===== src/rtl/spmmio_initiator.sv =====
// Purpose     : spmmio bus initiator; one request in, one registered cs/adr/sel/we/d access out, read data back.
// Latency     : cs rises 1 cycle after accept and stays high WAIT_CYCLES+1 cycles; read data is valid from accept+2+WAIT_CYCLES.
// Backpressure: req_ready is high only in IDLE; a read response is held in RESP until rsp_ready.
//
// Ports:
//   clk, reset               clock, asynchronous active-low reset
//   req_valid/req_ready      request handshake; req_we, req_adr, req_sel, req_d carry the request
//   rsp_valid/rsp_ready      read response handshake; rsp_q carries the read data
//   busy                     high whenever the FSM is not in IDLE
//   cs, adr, sel, we, d      registered bus outputs towards spmmio responders
//   q                        combinational read data from the addressed responder
// Optional build macro SPMMIO_INITIATOR_POLL_EN adds req_poll, req_mask, req_match and rsp_timeout:
//   a polled read repeats the access until (q & req_mask) == req_match or POLL_MAX accesses are done.
module spmmio_initiator #(
  parameter int unsigned WAIT_CYCLES = 0,
  parameter int unsigned POLL_MAX    = 255
) (
  input  logic        clk,
  input  logic        reset,
  input  logic        req_valid,
  output logic        req_ready,
  input  logic        req_we,
  input  logic [0:3]  req_adr,
  input  logic [0:3]  req_sel,
  input  logic [0:31] req_d,
`ifdef SPMMIO_INITIATOR_POLL_EN
  input  logic        req_poll,
  input  logic [0:31] req_mask,
  input  logic [0:31] req_match,
  output logic        rsp_timeout,
`endif
  output logic        rsp_valid,
  input  logic        rsp_ready,
  output logic [0:31] rsp_q,
  output logic        busy,
  output logic        cs,
  output logic [0:3]  adr,
  output logic [0:3]  sel,
  output logic        we,
  output logic [0:31] d,
  input  logic [0:31] q
);

  // Wait counter is 4 bits and the poll iteration counter is 8 bits.
  if (WAIT_CYCLES > 15 || POLL_MAX < 1 || POLL_MAX > 255) begin : g_param_check
    $error("spmmio_initiator: WAIT_CYCLES or POLL_MAX out of range");
  end

  // S_GAP is the single cs-low cycle between polled read iterations.
  typedef enum logic [1:0] {
    S_IDLE   = 2'd0,
    S_ACCESS = 2'd1,
    S_RESP   = 2'd2,
    S_GAP    = 2'd3
  } state_e;

  state_e      state_q, state_d;
  logic [3:0]  cnt_q, cnt_d;
  logic        cs_q, cs_d;
  logic        we_q, we_d;
  logic [0:3]  adr_q, adr_d;
  logic [0:3]  sel_q, sel_d;
  logic [0:31] dat_q, dat_d;
  logic [0:31] rdat_q, rdat_d;

`ifdef SPMMIO_INITIATOR_POLL_EN
  logic        poll_q, poll_d;
  logic [0:31] mask_q, mask_d;
  logic [0:31] match_q, match_d;
  logic [7:0]  iter_q, iter_d;
  logic        tmo_q, tmo_d;
  logic [7:0]  iter_inc;
  logic        poll_hit;
  logic        poll_limit;

  // Completed-access count saturates instead of wrapping.
  assign iter_inc   = (iter_q == 8'hFF) ? iter_q : iter_q + 8'd1;
  assign poll_hit   = ((q & mask_q) == match_q);
  assign poll_limit = (32'(iter_inc) >= POLL_MAX);
`endif

  always_comb begin
    state_d = state_q;
    cnt_d   = cnt_q;
    cs_d    = cs_q;
    we_d    = we_q;
    adr_d   = adr_q;
    sel_d   = sel_q;
    dat_d   = dat_q;
    rdat_d  = rdat_q;
`ifdef SPMMIO_INITIATOR_POLL_EN
    poll_d  = poll_q;
    mask_d  = mask_q;
    match_d = match_q;
    iter_d  = iter_q;
    tmo_d   = tmo_q;
`endif
    case (state_q)
      S_IDLE: begin
        if (req_valid) begin
          adr_d   = req_adr;
          sel_d   = req_sel;
          we_d    = req_we;
          dat_d   = req_d;
          cs_d    = 1'b1;
          cnt_d   = 4'(WAIT_CYCLES);
          state_d = S_ACCESS;
`ifdef SPMMIO_INITIATOR_POLL_EN
          poll_d  = req_poll & ~req_we;
          mask_d  = req_mask;
          match_d = req_match;
          iter_d  = 8'd0;
          tmo_d   = 1'b0;
`endif
        end
      end
      S_ACCESS: begin
        if (cnt_q != 4'd0) begin
          cnt_d = cnt_q - 4'd1;
        end else begin
          // Last access cycle: cs/we drop, adr/sel/d keep their values.
          cs_d = 1'b0;
          we_d = 1'b0;
          if (we_q) begin
            state_d = S_IDLE;
          end else begin
            rdat_d = q;
`ifdef SPMMIO_INITIATOR_POLL_EN
            iter_d = iter_inc;
            if (poll_q && !poll_hit && !poll_limit) begin
              state_d = S_GAP;
            end else begin
              state_d = S_RESP;
              tmo_d   = poll_q && !poll_hit;
            end
`else
            state_d = S_RESP;
`endif
          end
        end
      end
      S_RESP: begin
        if (rsp_ready) begin
          state_d = S_IDLE;
        end
      end
      S_GAP: begin
        cs_d    = 1'b1;
        cnt_d   = 4'(WAIT_CYCLES);
        state_d = S_ACCESS;
      end
      default: begin
        state_d = S_IDLE;
      end
    endcase
  end

  always_ff @(posedge clk or negedge reset) begin
    if (!reset) begin
      state_q <= S_IDLE;
      cnt_q   <= 4'd0;
      cs_q    <= 1'b0;
      we_q    <= 1'b0;
      adr_q   <= '0;
      sel_q   <= '0;
      dat_q   <= '0;
      rdat_q  <= '0;
    end else begin
      state_q <= state_d;
      cnt_q   <= cnt_d;
      cs_q    <= cs_d;
      we_q    <= we_d;
      adr_q   <= adr_d;
      sel_q   <= sel_d;
      dat_q   <= dat_d;
      rdat_q  <= rdat_d;
    end
  end

`ifdef SPMMIO_INITIATOR_POLL_EN
  always_ff @(posedge clk or negedge reset) begin
    if (!reset) begin
      poll_q  <= 1'b0;
      mask_q  <= '0;
      match_q <= '0;
      iter_q  <= 8'd0;
      tmo_q   <= 1'b0;
    end else begin
      poll_q  <= poll_d;
      mask_q  <= mask_d;
      match_q <= match_d;
      iter_q  <= iter_d;
      tmo_q   <= tmo_d;
    end
  end

  assign rsp_timeout = tmo_q;
`endif

  assign req_ready = (state_q == S_IDLE);
  assign busy      = (state_q != S_IDLE);
  assign rsp_valid = (state_q == S_RESP);
  assign rsp_q     = rdat_q;
  assign cs        = cs_q;
  assign we        = we_q;
  assign adr       = adr_q;
  assign sel       = sel_q;
  assign d         = dat_q;

endmodule


===== config.mk =====
export PLATFORM = sky130hd
export DESIGN_NAME = spmmio_initiator
export DESIGN_NICKNAME = d
export VERILOG_FILES = /design/src/rtl/spmmio_initiator.sv
export SDC_FILE = /design/constraint.sdc
export NUM_CORES = 1
export LEC_CHECK = 0
export ABC_AREA = 1
export CAP_MARGIN = 20
export CORE_MARGIN = 2
export CORE_UTILIZATION = 41
export CTS_CLUSTER_DIAMETER = 40
export DETAILED_ROUTE_END_ITERATION = 7
export PLACE_DENSITY = 0.81
export SETUP_SLACK_MARGIN = 0.4
export SLEW_MARGIN = 5
export SYNTH_ARGS = -nofsm -noshare
export SYNTH_HDL_FRONTEND = slang
export SYNTH_SLANG_ARGS = --single-unit

===== constraint.sdc =====
create_clock -name clk -period 1.6 [get_ports clk]
set_input_delay 0.4 -clock clk [delete_from_list [all_inputs] [get_ports clk]]
set_output_delay 0.4 -clock clk [all_outputs]
set_load 0.005 [all_outputs]

==> run metrics <==
outcome complete, but fails checks; failing checks setup timing; Slowest cell on crit path dfrtp_1; Setup WS post-layout -0.000461 ns; initial detailed-routing violation count 98; Critical Path RT 1.83 ns; Worst EP arrival 1.83 ns; Max Slew Vio Count 0; post-synth top area cell dfrtp_1; vias in the first global route 2991; post-synth top area share 62.1%; worst skew pair latency 0.35 ns; final period utilization 100%; maximum net fanout on the critical path 5; Syn-to-layout area delta 86.6%; largest net degree at the start of global routing 81; DR vias/cell 4.68; CP bufs+invs 4; worst reg2reg setup slack -0.0005 ns; 1st-pass router iterations 4; global route overflow 0; final setup vio count 1; clk buf depth 2; Mapped Nets 374; drt drc 0; cell chain of the critical path inv_2 -> ha_4 -> buf_6 -> nand2_8 -> buf_12 -> buf_16 -> mux2_4; worst-margin pin slew 0.428 ns; total CTS buffers 9; Post-Synthesis Cell Area 3220 um^2; Hold Path Class input pin to asynchronous set/reset pin; Setup Crit Path Kind flip-flop to flip-flop; Cell Pwr Density 2050 nW/um^2; Synth Register Bits 80; Critical Path Sink Type flip-flop; placed cell area 4980 um^2; total chip power 12400 uW; gr usage total 22.8%; CTS sink cnt 80; RSZ-0062 raised after global routing true; share of layout cells above drive strength 1 53.3%; Final Wtd Congestion 0.737; count of cell types in the netlist 20; min Tclk post-route 1.60 ns; remaining antenna violation count after routing 0; antenna violations before repair 0; GR peak layer met2; first-pass GRT wire length 15.1 mm; fmax 625 MHz; slowest cell delay on critical path 0.42 ns; Core Footprint 7690 um^2; Clk pin slew, worst setup/hold paths 0.09 ns; worst vdd ir 1.01 mV; Post-CTS Hold Buffers 0; sequential-to-total area share from yosys stat 62.1%; Final Skew 0.0131 ns; Wirelength per Cell 16.8 um; io pins 154; CP Launch Type flip-flop; met1 Track Usage GR 26.3%; ant diodes 0; CTS root buffer clkbuf_8; Max Cap Viol 0; Slew headroom 71.5%; Synth Instances 292; die width 92.7 um; FP Rows 32; warnings from Yosys 0; starting density of the core 41.9%; Port Buffer Count 153; Post-DP HPWL 5.72 mm; delay-heaviest family, CP buffers and inverters; die area 8590 um^2; H-tree Lvls 3; Die Ht 92.7 um; CTS tree built; total wire length 10.5 mm; fillers 481; Final Net Count 597; Avg Cell Area, Syn 11.0 um^2; met2 Usage GRT 41.7%; Final Hold Viols 0; Leak 0.00320 uW; GRT met3 Usage 5.78%; Area contributors post-synth dfrtp_1 62%, nand2_1 15%, mux2_2 13%; vias 2912; post-route cell area 6020 um^2
## cell families after synthesis
kind of cell / after synthesis / synth area share, %
buffers and inverters: 24 / 4.31
and+or+nand+nor: 140 / 17.2
adders and majority gates: 5 / 1.94
DFF: 80 / 62.1
AOI/OAI and AO/OA: 3 / 0.466
muxes: 40 / 14.0
## flip-flops by register name, indices dropped and copies added, names as in the netlist
| name | flops |
|---|---|
| adr | 4 |
| d | 32 |
| cnt_q | 4 |
| we | 1 |
| sel | 4 |
| cs | 1 |
| rsp_q | 32 |
| state_q | 2 |
## repair_timing
action | in CTS | in global routing
setup buffers | 28 | 23
pin swaps | 13 | 16
setup endpoints to repair | 157 | 157
gates cloned | 6 | 0
gates resized for setup | 393 | 80
## cell type report
cell class	count	area (um^2)	share of cell area [%]
Timing Repair Buffer	222	1960	32.5
Sequential cell	80	2000	33.3
Multi-Input combinational cell	188	1620	27.0
Clock buffer	11	141	2.35
Inverter	14	62.6	1.04
Tap cell	102	128	2.12
Clock inverter	5	104	1.73
## worst paths after layout
check	start	end	cells after the start
min reg2reg	rsp_q[31]	rsp_q[31]	2
max reg2reg	state_q[1]	d[27]	7
max	state_q[1]	d[27]	7
min	reset	sel[3]	2
min in group clk	rsp_q[31]	rsp_q[31]	2
max in group asynchronous	reset	cnt_q[0]	2
## cell usage after synthesis (all sizes together)
| library cell | n |
|---|---|
| mux2 | 40 |
| o21ai | 2 |
| nand2 | 129 |
| nand3 | 2 |
| or2 | 1 |
| nand4 | 2 |
| dfrtp | 80 |
| inv | 14 |
| nand3b | 2 |
| buf | 10 |
| nor2 | 4 |
| ha | 5 |
| a21oi | 1 |
## power breakdown
part           internal, uW  switching [uW]
sequential             3040             562
combinational          3970            2970
clock                  1080             737
total                  8090            4270
## metrics by stage
stage	utilization (%)	hold slack [ns]	setup TNS [ns]	setup slack, ns	std cells
after CTS	71.9	0.0803	0	0.0408	599
after floorplan	-	0.104	0	0.335	292
after global placement	64.7	0.457	-2.58	-0.0722	549
after detailed placement	64.7	0.464	-3.52	-0.122	549
after global routing	78.3	0.0931	-0.542	-0.0286	622
final	78.3	0.0584	-0.000461	-0.000461	622
## placed cells by master, fill, tap and decap left out, types with 9 or more instances in the layout
master           Yosys  layout
nand2_2              1      26
mux2_4               0      40
clkbuf_8             0      10
nand2_1            128      75
nand2_4              0      25
buf_2                3      74
clkdlybuf4s50_1      0      74
buf_6                5      11
buf_12               0       9
buf_4                2      45
dfrtp_1             80      80
## layer usage
metal	wire, um	vias up	part of all wire (%)
met2	5560	119	53
met5	0	-	0
met3	696	12	6.7
met1	4080	1412	39
li1	-	1369	-
met4	107	0	1.0
No activity file was read; power rests on OpenSTA's default activity.
